[config.mk]
export PLATFORM = sky130hd
export DESIGN_NAME = keyboard_fifo
export DESIGN_NICKNAME = d
export VERILOG_FILES = /design/src/rtl/kbd_pkg.sv /design/src/rtl/key_fifo.sv /design/src/rtl/ps2_interface2.sv /design/src/rtl/scancode_to_ascii.sv /design/src/rtl/keyboard_fifo.sv
export SDC_FILE = /design/constraint.sdc
export NUM_CORES = 1
export LEC_CHECK = 0
export ABC_AREA = 1
export CORE_UTILIZATION = 46
export DETAILED_ROUTE_END_ITERATION = 7
export PLACE_DENSITY = 0.7
export SLEW_MARGIN = 40
export SYNTH_ARGS = -nofsm -noshare
export SYNTH_HDL_FRONTEND = slang
export SYNTH_SLANG_ARGS = --single-unit
[constraint.sdc]
create_clock -name CLK -period 3.9 [get_ports CLK]
set_input_delay 0.585 -clock CLK [delete_from_list [all_inputs] [get_ports CLK]]
set_output_delay 0.585 -clock CLK [all_outputs]
set_load 0.01 [all_outputs]
[src/rtl/kbd_pkg.sv]
// Shared PS/2 keyboard definitions: set-2 scan-code constants, the decoder
// state type and the queued key-event entry.
package kbd_pkg;

  localparam logic [7:0] ScE0     = 8'hE0;
  localparam logic [7:0] ScF0     = 8'hF0;
  localparam logic [7:0] ScLShift = 8'h12;
  localparam logic [7:0] ScRShift = 8'h59;
  localparam logic [7:0] ScCaps   = 8'h58;

  typedef enum logic [1:0] {
    StIdle,
    StExt,
    StBreak,
    StExtBrk
  } kbd_state_e;

  typedef struct packed {
    logic       rel;
    logic       ext;
    logic [7:0] code;
  } kbd_entry_t;

  function automatic logic is_modifier(input logic [7:0] code);
    return (code == ScLShift) || (code == ScRShift) || (code == ScCaps);
  endfunction

endpackage

[src/rtl/key_fifo.sv]
// First-word fall-through event FIFO with occupancy count and a sticky
// overflow flag; a push into a full FIFO is accepted only alongside a pop.
module key_fifo #(
  parameter int unsigned DEPTH   = 8,
  parameter type         entry_t = logic [9:0]
) (
  input  logic                         i_clk,
  input  logic                         i_rst,
  input  logic                         i_push,
  input  entry_t                       i_data,
  input  logic                         i_pop,
  input  logic                         i_clr_ovf,
  output entry_t                       o_data,
  output logic                         o_valid,
  output logic [$clog2(DEPTH+1)-1:0]   o_count,
  output logic                         o_overflow
);

  localparam int unsigned PtrW = $clog2(DEPTH);
  localparam int unsigned CntW = $clog2(DEPTH + 1);

  entry_t            r_mem [DEPTH];
  logic [PtrW-1:0]   r_wr_ptr;
  logic [PtrW-1:0]   r_rd_ptr;
  logic [CntW-1:0]   r_count;
  logic              r_overflow;
  logic              w_full;
  logic              w_pop;
  logic              w_push;

  assign w_full = (r_count == CntW'(DEPTH));
  assign w_pop  = i_pop & (r_count != '0);
  assign w_push = i_push & (~w_full | w_pop);

  always_ff @(posedge i_clk) begin
    if (w_push) begin
      r_mem[r_wr_ptr] <= i_data;
    end
  end

  always_ff @(posedge i_clk) begin
    if (i_rst) begin
      r_wr_ptr   <= '0;
      r_rd_ptr   <= '0;
      r_count    <= '0;
      r_overflow <= 1'b0;
    end else begin
      if (w_push) r_wr_ptr <= r_wr_ptr + PtrW'(1);
      if (w_pop)  r_rd_ptr <= r_rd_ptr + PtrW'(1);
      if (w_push && !w_pop)      r_count <= r_count + CntW'(1);
      else if (w_pop && !w_push) r_count <= r_count - CntW'(1);
      // A dropped event outranks a clear in the same cycle
      if (i_push && !w_push) r_overflow <= 1'b1;
      else if (i_clr_ovf)    r_overflow <= 1'b0;
    end
  end

  assign o_data     = r_mem[r_rd_ptr];
  assign o_valid    = (r_count != '0);
  assign o_count    = r_count;
  assign o_overflow = r_overflow;

endmodule

[src/rtl/ps2_interface2.sv]
// PS/2 device-to-host receiver: synchronises the pins, shifts in an 11-bit
// frame on falling PS/2 clock edges and pulses o_byte_strobe for a good frame.
module ps2_interface2 (
  input  logic       i_clk,
  input  logic       i_rst,
  input  logic       i_ps2_clk,
  input  logic       i_ps2_data,
  output logic       o_byte_strobe,
  output logic [7:0] o_code
);

  logic [2:0] r_clk_sync;
  logic [1:0] r_data_sync;
  logic [9:0] r_shift;
  logic [3:0] r_bit_cnt;
  logic       r_strobe;
  logic [7:0] r_code;
  logic       w_fall;
  logic       w_frame_ok;

  assign w_fall = r_clk_sync[2] & ~r_clk_sync[1];
  // r_shift holds start, data[7:0], parity; the bit now on the pin is the stop bit
  assign w_frame_ok = ~r_shift[0] & r_data_sync[1] & (^r_shift[9:1]);

  always_ff @(posedge i_clk) begin
    if (i_rst) begin
      r_clk_sync  <= 3'b111;
      r_data_sync <= 2'b11;
      r_shift     <= '0;
      r_bit_cnt   <= '0;
      r_strobe    <= 1'b0;
      r_code      <= '0;
    end else begin
      r_clk_sync  <= {r_clk_sync[1:0], i_ps2_clk};
      r_data_sync <= {r_data_sync[0], i_ps2_data};
      r_strobe    <= 1'b0;
      if (w_fall) begin
        if (r_bit_cnt == 4'd10) begin
          r_bit_cnt <= '0;
          if (w_frame_ok) begin
            r_code   <= r_shift[8:1];
            r_strobe <= 1'b1;
          end
        end else begin
          r_shift   <= {r_data_sync[1], r_shift[9:1]};
          r_bit_cnt <= r_bit_cnt + 4'd1;
        end
      end
    end
  end

  assign o_byte_strobe = r_strobe;
  assign o_code        = r_code;

endmodule

[src/rtl/scancode_to_ascii.sv]
// Set-2 scan code to ASCII (unshifted) lookup; unmapped codes give 0.
module scancode_to_ascii (
  input  logic [7:0] i_code,
  output logic [7:0] o_ascii
);

  always_comb begin
    o_ascii = 8'h00;
    case (i_code)
      8'h1C: o_ascii = 8'h61;  8'h32: o_ascii = 8'h62;  8'h21: o_ascii = 8'h63;
      8'h23: o_ascii = 8'h64;  8'h24: o_ascii = 8'h65;  8'h2B: o_ascii = 8'h66;
      8'h34: o_ascii = 8'h67;  8'h33: o_ascii = 8'h68;  8'h43: o_ascii = 8'h69;
      8'h3B: o_ascii = 8'h6A;  8'h42: o_ascii = 8'h6B;  8'h4B: o_ascii = 8'h6C;
      8'h3A: o_ascii = 8'h6D;  8'h31: o_ascii = 8'h6E;  8'h44: o_ascii = 8'h6F;
      8'h4D: o_ascii = 8'h70;  8'h15: o_ascii = 8'h71;  8'h2D: o_ascii = 8'h72;
      8'h1B: o_ascii = 8'h73;  8'h2C: o_ascii = 8'h74;  8'h3C: o_ascii = 8'h75;
      8'h2A: o_ascii = 8'h76;  8'h1D: o_ascii = 8'h77;  8'h22: o_ascii = 8'h78;
      8'h35: o_ascii = 8'h79;  8'h1A: o_ascii = 8'h7A;
      8'h45: o_ascii = 8'h30;  8'h16: o_ascii = 8'h31;  8'h1E: o_ascii = 8'h32;
      8'h26: o_ascii = 8'h33;  8'h25: o_ascii = 8'h34;  8'h2E: o_ascii = 8'h35;
      8'h36: o_ascii = 8'h36;  8'h3D: o_ascii = 8'h37;  8'h3E: o_ascii = 8'h38;
      8'h46: o_ascii = 8'h39;
      8'h29: o_ascii = 8'h20;  8'h5A: o_ascii = 8'h0D;  8'h66: o_ascii = 8'h08;
      8'h0D: o_ascii = 8'h09;  8'h76: o_ascii = 8'h1B;
      default: o_ascii = 8'h00;
    endcase
  end

endmodule

[src/rtl/keyboard_fifo.sv]
// PS/2 keyboard front end: decodes make/break/E0 sequences, tracks Shift and
// Caps Lock, and queues key events (ASCII or raw) for the CPU to read.
module keyboard_fifo
  import kbd_pkg::*;
#(
  parameter int unsigned DEPTH    = 8,
  parameter bit          RAW_MODE = 1'b0
) (
  input  logic                       CLK,
  input  logic                       RST,
  input  logic                       keyboard_clock,
  input  logic                       keyboard_data,
  input  logic                       key_read,
  input  logic                       clear_overflow,
  output logic                       key_valid,
  output logic [7:0]                 key_data,
  output logic                       key_ext,
  output logic                       key_release,
  output logic [$clog2(DEPTH+1)-1:0] key_count,
  output logic                       shift_active,
  output logic                       caps_active,
  output logic                       overflow
);

  logic       w_strobe;
  logic [7:0] w_code;
  logic [7:0] w_ascii;
  logic       w_byte_vld;
  kbd_state_e r_state;
  kbd_state_e w_next_state;
  logic       w_make;
  logic       w_brk;
  logic       w_ext;
  logic       r_lshift;
  logic       r_rshift;
  logic       r_caps;
  logic       w_push;
  kbd_entry_t w_entry;
  kbd_entry_t w_head;

  ps2_interface2 u_ps2 (
    .i_clk         (CLK),
    .i_rst         (RST),
    .i_ps2_clk     (keyboard_clock),
    .i_ps2_data    (keyboard_data),
    .o_byte_strobe (w_strobe),
    .o_code        (w_code)
  );

  scancode_to_ascii u_ascii (
    .i_code  (w_code),
    .o_ascii (w_ascii)
  );

  assign w_byte_vld = w_strobe & ~RST;

  always_ff @(posedge CLK) begin
    if (RST)             r_state <= StIdle;
    else if (w_byte_vld) r_state <= w_next_state;
  end

  always_comb begin
    w_next_state = StIdle;
    unique case (r_state)
      StIdle: begin
        if (w_code == ScE0)      w_next_state = StExt;
        else if (w_code == ScF0) w_next_state = StBreak;
      end
      StExt:    if (w_code == ScF0) w_next_state = StExtBrk;
      StBreak:  w_next_state = StIdle;
      StExtBrk: w_next_state = StIdle;
      default:  w_next_state = StIdle;
    endcase
  end

  always_comb begin
    w_make = 1'b0;
    w_brk  = 1'b0;
    w_ext  = 1'b0;
    if (w_byte_vld) begin
      unique case (r_state)
        StIdle:   w_make = (w_code != ScE0) && (w_code != ScF0);
        StExt: begin
          w_make = (w_code != ScF0);
          w_ext  = 1'b1;
        end
        StBreak:  w_brk = 1'b1;
        StExtBrk: begin
          w_brk = 1'b1;
          w_ext = 1'b1;
        end
        default: ;
      endcase
    end
  end

  always_ff @(posedge CLK) begin
    if (RST) begin
      r_lshift <= 1'b0;
      r_rshift <= 1'b0;
      r_caps   <= 1'b0;
    end else if (!w_ext) begin
      if (w_code == ScLShift && (w_make || w_brk)) r_lshift <= w_make;
      if (w_code == ScRShift && (w_make || w_brk)) r_rshift <= w_make;
      if (w_code == ScCaps && w_make)              r_caps   <= ~r_caps;
    end
  end

  // Case folding uses the modifier state from before the current event
  always_comb begin
    w_entry = '0;
    w_push  = 1'b0;
    if (RAW_MODE) begin
      w_push       = w_make | w_brk;
      w_entry.rel  = w_brk;
      w_entry.ext  = w_ext;
      w_entry.code = w_code;
    end else begin
      w_push       = w_make & ~w_ext & (w_ascii != 8'h00) & ~is_modifier(w_code);
      w_entry.code = w_ascii;
      if (w_ascii >= 8'h61 && w_ascii <= 8'h7A && ((r_lshift | r_rshift) ^ r_caps)) begin
        w_entry.code = w_ascii - 8'h20;
      end
    end
  end

  key_fifo #(
    .DEPTH   (DEPTH),
    .entry_t (kbd_entry_t)
  ) u_fifo (
    .i_clk      (CLK),
    .i_rst      (RST),
    .i_push     (w_push),
    .i_data     (w_entry),
    .i_pop      (key_read),
    .i_clr_ovf  (clear_overflow),
    .o_data     (w_head),
    .o_valid    (key_valid),
    .o_count    (key_count),
    .o_overflow (overflow)
  );

  assign key_data     = key_valid ? w_head.code : 8'h00;
  assign key_ext      = key_valid & w_head.ext;
  assign key_release  = key_valid & w_head.rel;
  assign shift_active = r_lshift | r_rshift;
  assign caps_active  = r_caps;

endmodule

== After elaboration in Yosys (flattened, before gate mapping) ==
Memory sizes are Yosys's and may differ from the RTL's. A register that Yosys moved wholly into a read port is not among the register bits.
Index checks and enable logic that the tools add are counted.

* $add $sub $neg: 6
* Order comparisons: 2
* Bitwise gates (word level): 23
* Equality and inequality tests: 12
* Reductions and logical operators: 28
* Multiplexer cells: 25

{| class="wikitable"
|+ Operator list
! kind !! count
|-
| $mux 8 || 3
|-
| $eq 8x7->1 const B || 2
|-
| $eq 8x8->1 const B || 2
|-
| $ne 8x8->1 const B || 2
|-
| $mux 7 || 2
|-
| $mux 4 || 3
|-
| $mux 1 || 10
|-
| $and 1x1->1 || 9
|-
| $logic_and 1x1->1 || 9
|-
| $not 1->1 || 9
|-
| $reduce_xor 9->1 || 1
|-
| $add 4x1->4 const B || 2
|-
| $eq 4x4->1 const B || 2
|-
| $eq 8x5->1 const B || 1
|-
| $ge 8x7->1 const B || 1
|-
| $le 8x7->1 const B || 1
|-
| $reduce_and 2->1 || 4
|-
| $reduce_bool 8->1 || 1
|-
| $sub 8x6->8 const B || 1
|-
| $add 3x1->3 const B || 2
|-
| $mux 2 || 3
|-
| $mux 3 || 2
|-
| $pmux 2 s3 || 1
|-
| $eq 2x2->1 const B || 2
|-
| other kinds (14) || 21
|}

* Word-level logic and storage cells: 112
* Memories: 2
* ROM bits: 896
* Memory bits (writable): 64
* Register bits after elaboration: 44

{| class="wikitable"
|+ Memories
! memory !! depth !! bits a word !! read ports !! clocked after Yosys merged registers in !! wr ports !! line !! RTL
|-
| (name not given) || 128 || 7 || 1 || 1 || 0 || scancode_to_ascii.sv:9 || <nowiki>case (i_code)</nowiki>
|-
| u_fifo.r_mem || 8 || 8 || 1 || 1 || 1 || key_fifo.sv:22 || <nowiki>entry_t r_mem [DEPTH];</nowiki>
|}

== Longest topological paths before layout ==
Gate-level depths: netlist of run 1.

* Word-level depth: 13
* Mapped depth: 25
* Depth with buffers taken out: 24

== By module ==
Synthesis of run 1 repeated with hierarchy kept, for this count alone.

* Cell total of the unflattened synthesis: 781
* Area total of the unflattened synthesis: 6556.3 um2

{| class="wikitable"
|+ By module, submodules not included
! module !! sequential area each (um2) !! instances !! cells each !! area each (um2)
|-
| key_fifo || 2682.6 || 1 || 323 || 3813.7
|-
| ps2_interface2 || 560.5 || 1 || 157 || 1216.2
|-
| scancode_to_ascii || 0.0 || 1 || 178 || 865.8
|-
| keyboard_fifo || 100.1 || 1 || 123 || 660.6
|}

== Worst setup path after synthesis of run 1 ==
No wires, ideal clock.

* Path type: input port to flip-flop
* Start: input RST
* End: register u_fifo.r_count[3], in the netlist u_fifo.o_count[3]
* Cell stages on the path: 17
* Buffers on the path: 0
* Path slack: 1.047 ns
* Setup time: 0.119 ns
* Arrival: 2.733 ns
* Cells stage by stage: nor2_1 -> inv_1 -> nor2_1 -> nand2_1 -> nor3_1 -> nand2_1 -> inv_1 -> ha_1 -> inv_1 -> ha_1 -> and3_1 -> a211oi_1 -> nor2_1 -> nor2_1 -> nand2_1 -> o21ai_0 -> a21oi_1

* Cells in the longest elaborated chain, start to end: 11

{| class="wikitable"
|+ RTL lines
! item !! line !! RTL
|-
| start: declaration || keyboard_fifo.sv:10 || <nowiki>input logic RST,</nowiki>
|-
| $not 1->1 (*) || keyboard_fifo.sv:55 || <nowiki>assign w_byte_vld = w_strobe & ~RST;</nowiki>
|-
| $and 1x1->1 (*) || keyboard_fifo.sv:55 ||
|-
| $mux 1 || keyboard_fifo.sv:80 || <nowiki>if (w_byte_vld) begin</nowiki>
|-
| $not 1->1 (no line) || n/a ||
|-
| $and 1x1->1 (*) (3 in a row) || keyboard_fifo.sv:119 || <nowiki>w_push = w_make & ~w_ext & (w_ascii != 8'h00) & ~is_modifier(w_code);</nowiki>
|-
| $and 1x1->1 (*) || key_fifo.sv:33 || <nowiki>assign w_push = i_push & (~w_full | w_pop);</nowiki>
|-
| net u_fifo.w_push || key_fifo.sv:29 || <nowiki>logic w_push;</nowiki>
|-
| $logic_not 1->1 || key_fifo.sv:51 || <nowiki>else if (w_pop && !w_push) r_count <= r_count - CntW'(1);</nowiki>
|-
| $logic_and 1x1->1 || key_fifo.sv:51 ||
|-
| $reduce_bool 2->1 (no line) || n/a ||
|-
| end signal: assignment || key_fifo.sv:50 || <nowiki>if (w_push && !w_pop) r_count <= r_count + CntW'(1);</nowiki>
|-
| end signal: assignment || key_fifo.sv:51 ||
|-
| end: declaration || key_fifo.sv:25 || <nowiki>logic [CntW-1:0] r_count;</nowiki>
|}

Mark *: on every way through the listed nets, which the timed path passes. The rest lies on a longest branch.
A chain may end at the register's enable or synchronous reset.

==> qor.yml, run 1 <==
sta:
  finalCriticalPeriod_ps: 3340
  skew_ps: 12.3
  rsz0062_at_grt: "no"
  finalHoldViolations: 0
  fmax_mhz: 300
  finalSetupTns_ps: 0
  worstMarginPinSlew_ps: 659
  maxSlewHeadroom_pct: 56.0
  fin_crit_sh_pct: 85.6
  slew_violations: 0
  fin_ws_ps: 563
  setup_viol: 0
cts:
  post_cts_buffers: 0
  hold_buffers: 0
  ctsResizeCount: 0
  cts_buffers: 17
  clk_root_buffer_cell: "clkbuf_16"
  numClockSinks: 118
  cts_tree: "done"
  clockBufferDepth: 2
  clk_pin_slew_worst_paths_ps: 50
  clock_latency_ps: 410
  h-tree-depth: 4
final_layout:
  layout_commonest_cell: "nand2_1"
  final_core_util_pct: 55.7
  stdcell_area_um2: 6750
  mostFrequentLayoutCells: "112 x nand2_1, 96 x nor2_1, 73 x inv_1"
  nFillCells: 1060
  area_growth_pct: 17.6
  multi_input_area_um2: 2310
  final_nets: 725
  ff_latch_area_um2: 3000
  n_antenna_cell: 0
  drive_gt1_share_pct: 11.2
logic_synthesis:
  synthMuxAreaShare_pct: 0
  synthSimpleGateAreaFrac_pct: 22.8
  synth-compound-area-share_pct: 12.9
  ys_types: 39
  syn_area_per_cell_um2: 8.53
  synthCells: 673
  synth_adder_area_share_pct: 3.40
  synth.ff_latch_count: 118
  synth_top_family_by_area: "simple AND/OR/NAND/NOR gates"
  seq_area_frac_synth_pct: 52.3
  synth_xor_xnor_area_share_pct: 1.07
  yosys_warnings: 0
  synth_area_um2: 5740
die:
  die_w_um: 114
  die_height_um: 114
  start_util_pct: 47.4
  core_um2: 12100
  fp.dieArea_um2: 12900
  io_pins: 24
  rows: 40
power_and_ir_drop:
  p_int_w: 0.00276
  p_leak_nw: 2.78
  powerDensity_nw_per_um2: 573
  clkPwrFrac_pct: 40.5
  finalPower_w: 0.00387
  ir_drop_mv: 0.298
  pwr-share-seq_pct: 36.4
  power_switching_w: 0.00111
  p_sw_share_pct: 28.6
  pwr-share-comb_pct: 23.1
grt:
  use_met3_pct: 4.14
  use_met2_pct: 35.7
  track_usage_pct: 20.7
  grt_max_degree: 33
  grt_pass1_vias: 4217
  gr-total-overflow: 0
  met1_usage_pct: 25.6
  grt_first_pass_wirelength_um: 20600
  antenna_found_initial: 0
  grt-busiest-layer: "met2"
route:
  post_drt_wl_per_cell_um: 14.3
  ant_nets: 0
  drcViolationCount: 0
  routed_wl_um: 12600
  vias_per_cell: 5.16
  num_vias: 4563
  first_iter_violations: 347
  drtPass1Iterations: 5
run:
  drv_cap: 0
min_path:
  min-delay-start: "u_ps2.r_data_sync[0]"
  holdCritPathClass: "reg2reg"
worst_setup_path:
  crit_fanout: 17
  crit_type: "reg2out"
  endpoint_kind: "output pin"
  cp-start-kind: "flop"
  required_ps: 3310
  arrival_ps: 2750
  rr_startpoint: "u_ps2.o_code[7]"
run_status:
  status: "completed"
place:
  place_ws_ps: 278
  place_area_um2: 6130
  numPortBuffers: 21
  dp_hpwl_um: 8450
  gp_congestion: 0.892
==> per-layer routing <==
metal  up-vias  part of all wire, %
li1       2317                    -
met2       124                   50
met4         0                  1.3
met1      2104                   44
met3        18                  4.5
met5         -                    0
==> worst max-delay path, cell delays in order, from the launching register on <==
cell,delay (ps)
dfxtp_1,740
inv_1,470
nor2_1,210
o21ai_0,110
a31oi_1,230
clkdlybuf4s50_1,600
==> power groups by stage <==
| stage | logic (W) | clock network [W] | registers [W] |
|---|---|---|---|
| final | 0.000893 | 0.00157 | 0.00141 |
| after global routing | 0.000989 | 0.00165 | 0.00142 |
| after floorplan | 0.000519 | 0 | 0.00142 |
| after detailed placement | 0.000894 | 0 | 0.00143 |
| after global placement | 0.000868 | 0 | 0.00143 |
| after CTS | 0.000895 | 0.00159 | 0.00141 |
==> cells by family after synthesis <==
| kind of cell | after synthesis |
|---|---|
| compound gates | 139 |
| flops | 118 |
| other cells | 1 |
| buf+inv | 103 |
| xor+xnor | 7 |
| simple gates | 290 |
| fa+ha+maj | 15 |
==> synth_stat cells <==
cell | instances | area [um^2]
nand2_1 | 112 | 420
nor2_1 | 96 | 360
inv_1 | 74 | 278
o21ai_0 | 68 | 340
edfxtp_1 | 64 | 1920
dfxtp_1 | 54 | 1080
a21oi_1 | 41 | 205
nand3_1 | 33 | 165
ha_1 | 14 | 175
clkbuf_1 | 13 | 48.8
nor3_1 | 11 | 55.1
a31oi_1 | 8 | 50.1
o22ai_1 | 8 | 50.1
inv_2 | 6 | 22.5
a211oi_1 | 5 | 37.5
nand2_2 | 5 | 31.3
nor4_1 | 5 | 31.3
o21ai_1 | 5 | 25.0
buf_4 | 4 | 30.0
nor2_2 | 4 | 25.0
nor2_4 | 4 | 45.0
or2_2 | 4 | 25.0
xor2_1 | 4 | 35.0
buf_6 | 3 | 33.8
nand2_4 | 3 | 33.8
nand3_2 | 3 | 30.0
nand4_1 | 3 | 18.8
o21ai_2 | 3 | 26.3
xnor2_1 | 3 | 26.3
buf_2 | 2 | 10.0
nor3_2 | 2 | 20.0
nor3b_1 | 2 | 15.0
a32oi_1 | 1 | 8.76
and3_1 | 1 | 6.26
buf_1 | 1 | 3.75
conb_1 | 1 | 3.75
fa_1 | 1 | 20.0
nand3_4 | 1 | 17.5
or2_1 | 1 | 6.26
==> layout make-up <==
cell class | instances | share of cell area (%)
Inverter | 80 | 4.45
Clock buffer | 22 | 7.34
Tap cell | 168 | 3.11
Multi-Input combinational cell | 453 | 34.3
Clock inverter | 10 | 1.76
Sequential cell | 118 | 44.5
Timing Repair Buffer | 34 | 4.56
==> flip-flops by register name (all words and copies together) (netlist names), 2 cells and up, named ones only <==
| signal | cells |
|---|---|
| u_ps2.o_code | 8 |
| u_fifo.r_mem | 64 |
| u_ps2.r_bit_cnt | 4 |
| u_fifo.r_wr_ptr | 3 |
| u_fifo.r_rd_ptr | 3 |
| u_ps2.r_data_sync | 2 |
| r_state | 2 |
| u_ps2.r_clk_sync | 3 |
| u_ps2.r_shift | 10 |
| u_fifo.o_count | 4 |
==> worst paths after layout <==
kind	end	slack [ps]	cells past startpoint
worst max-delay path	key_data[3]	560	5
worst min-delay path	u_ps2.r_data_sync[1]	410	1
worst max register to register	u_fifo.o_count[3]	650	17
worst min register to register	u_ps2.r_data_sync[1]	410	1
==> metrics by stage <==
step	hold slack, ps	instances
after detailed placement	397	853
final	407	885
after CTS	411	885
after global routing	415	885
after global placement	392	853
after floorplan	389	674
Note: power is estimated with default switching activity, not from simulation.
==> run 2: changes to the inputs <==
--- a/config.mk
+++ b/config.mk
@@ -7,6 +7,7 @@
 export LEC_CHECK = 0
 export ABC_AREA = 1
 export CORE_UTILIZATION = 46
+export CTS_CLUSTER_DIAMETER = 40
 export DETAILED_ROUTE_END_ITERATION = 7
 export PLACE_DENSITY = 0.7
 export SLEW_MARGIN = 40
==> results of run 2 <==
No change in the layout: final DEF, timing and power equal those of run 1.
==> run 3: changes to the inputs <==
--- a/config.mk
+++ b/config.mk
@@ -9,7 +9,7 @@
 export CORE_UTILIZATION = 46
 export CTS_CLUSTER_DIAMETER = 40
 export DETAILED_ROUTE_END_ITERATION = 7
-export PLACE_DENSITY = 0.7
+export PLACE_DENSITY_LB_ADDON = 0.2
 export SLEW_MARGIN = 40
 export SYNTH_ARGS = -nofsm -noshare
 export SYNTH_HDL_FRONTEND = slang
==> qor.yml, run 3 (synthesis results as in run 1) <==
route:
  ant_nets: 0  # unchanged
  post_drt_wl_per_cell_um: 14.0  # -2.1%
  drtPass1Iterations: 4  # -1
  num_vias: 4550  # -0.28%
  routed.top_layer: "met4"
  dr_wl_met2_um: 6310  # about the same
  first_iter_violations: 349  # +0.58%
  drcViolationCount: 0  # unchanged
  met3_length_um: 551  # -2.3%
  routed_wl_um: 12500  # -1.5%
  vias_per_cell: 5.11  # -0.85%
  wl_met1_um: 5480  # -2.2%
place:
  dp_hpwl_um: 8510  # +0.74%
  gp_congestion: 0.890  # -0.28%
  numPortBuffers: 21  # unchanged
  dp.cells: 858  # +0.59%
  place_area_um2: 6170  # +0.61%
final_layout:
  largest_reg_flops: 64  # unchanged
  drive_gt1_share_pct: 10.7  # -0.49 points
  layout_commonest_cell: "nand2_1"
  area_growth_pct: 17.5
  stdcell_count: 890  # +0.56%
  nFillCells: 1128  # +6.4%
  stdcell_area_um2: 6740  # -0.11%
  ff_latch_area_um2: 3000  # unchanged
  multi_input_area_um2: 2310  # unchanged
  final_nets: 730  # +0.69%
  n_antenna_cell: 0  # unchanged
  largest_register: "u_fifo.r_mem"
  mostFrequentLayoutCells: "112 x nand2_1, 96 x nor2_1, 73 x inv_1"
worst_setup_path:
  worst_path_max_delay_cell: "nor2_1"
  crit_fanout: 9  # -8
  cp_top_family: "simple AND/OR/NAND/NOR gates"
  required_ps: 4200  # +890 ps
  cp-startpoint: "u_ps2.o_code[7]"
  cpPeakStageDelay_ps: 490  # -250 ps
  crit_type: "reg2reg"
  worstPathCellList: "nor2_1 > nor4_1 > nand2_1 > o21ai_0 > nor3_1 > nand2_1 > inv_1 > ha_1 > inv_1 > ha_1 > and3_1 > a211oi_1 > nor2_1 > nor2_1 > nand2_1 > o21ai_0 > a21oi_1"
  cp-start-kind: "flop"
  rr_startpoint: "u_ps2.o_code[7]"
  cp.depth: 17  # +12
  arrival_ps: 3640  # +890 ps
  reg2regPathDepth: 17  # unchanged
  endpoint_kind: "flop"
  path_buf_inv: 2  # unchanged
power_and_ir_drop:
  p_leak_nw: 2.79  # +0.11%
  ir_drop_mv: 0.234  # -21%
  powerDensity_nw_per_um2: 561  # -2.1%
grt:
  grt_pass1_vias: 4339  # +2.9%
  gr-total-overflow: 0  # unchanged
  grt_max_degree: 33  # unchanged
  antenna_found_initial: 0  # unchanged
  track_usage_pct: 21.2  # +0.48 points
  grt_first_pass_wirelength_um: 20800  # +0.94%
sta:
  finalCriticalPeriod_ps: 3350  # +9.09 ps
  rsz0062_at_grt: "no"
  setup_viol: 0  # unchanged
  fmax_mhz: 299  # -0.27%
  worstMarginPinSlew_ps: 742  # +82.7 ps
  maxSlewHeadroom_pct: 50.5  # -5.5 points
  slew_violations: 0  # unchanged
  finalSetupTns_ps: 0  # unchanged
  skew_ps: 11.3  # -0.958 ps
  fin_crit_sh_pct: 85.8  # +0.23 points
  finalHoldViolations: 0  # unchanged
cts:
  clockBufferDepth: 2  # unchanged
  post_cts_buffers: 0  # unchanged
  clock_latency_ps: 410  # about the same
  hold_buffers: 0  # unchanged
  clk_pin_slew_worst_paths_ps: 50  # about the same
  h-tree-depth: 4  # unchanged
  cts_tree: "done"
  numClockSinks: 118  # unchanged
  ctsResizeCount: 0  # unchanged
  clk_root_buffer_cell: "clkbuf_16"
  cts_buffers: 17  # unchanged
min_path:
  holdPathStages: 1  # unchanged
  holdCritPathClass: "reg2reg"
  min-delay-start: "u_ps2.r_clk_sync[0]"
die:
  io_pins: 24  # unchanged
  fp.dieArea_um2: 12900  # unchanged
  start_util_pct: 47.4  # unchanged
  die_w_um: 114  # unchanged
  core_um2: 12100  # unchanged
  die_height_um: 114  # unchanged
  rows: 40  # unchanged
run_status:
  status: "completed"
run:
  drv_cap: 0  # unchanged
-- run 3: layout make-up --
class	count	share of cell area [%]
inverters	80	4.45
clock buffers	18	6.37
clock inverters	14	2.08
flip-flops and latches	118	44.5
repair buffers	39	5.12
multi-input cells	453	34.3
well taps	168	3.12
-- run 3: final timing paths --
| kind | endpoint | slack (ps) |
|---|---|---|
| max reg2reg | u_fifo.o_count[3] | 550 |
| max | u_fifo.o_count[3] | 550 |
| min | u_ps2.r_clk_sync[1] | 410 |
| min reg2reg | u_ps2.r_clk_sync[1] | 410 |
-- run 3: through the flow --
step	power [W]	setup slack [ps]	util, %	hold WS (ps)
finish	0.00378	554	55.7	407
global route	0.00399	201	55.7	435
CTS	0.00382	559	55.7	413
detailed placement	0.00233	275	51.0	404
global placement	0.00231	385	51.0	397
floorplan	0.00193	1050	-	389
-- run 3: layer usage --
layer,track usage [%],up-vias
met5,0,-
met4,8.07,0
met3,5.90,8
met2,36.5,105
met1,25.1,2118
li1,-,2319
-- run 3: worst reg2reg max path, stage by stage, from the launching register on --
cell	delay (ps)
dfxtp_1	370
nor2_1	490
nor4_1	130
nand2_1	110
o21ai_0	120
nor3_1	220
nand2_1	170
inv_1	150
ha_1	210
inv_1	100
ha_1	320
and3_1	200
a211oi_1	240
nor2_1	70
nor2_1	90
nand2_1	70
o21ai_0	150
a21oi_1	60
-- run 3: power by group --
group / internal [W] / total (W) / switching [W]
sequential: 0.00134 / 0.00139 / 0.0000457
clock: 0.000981 / 0.00149 / 0.000504
combinational: 0.000395 / 0.000907 / 0.000512
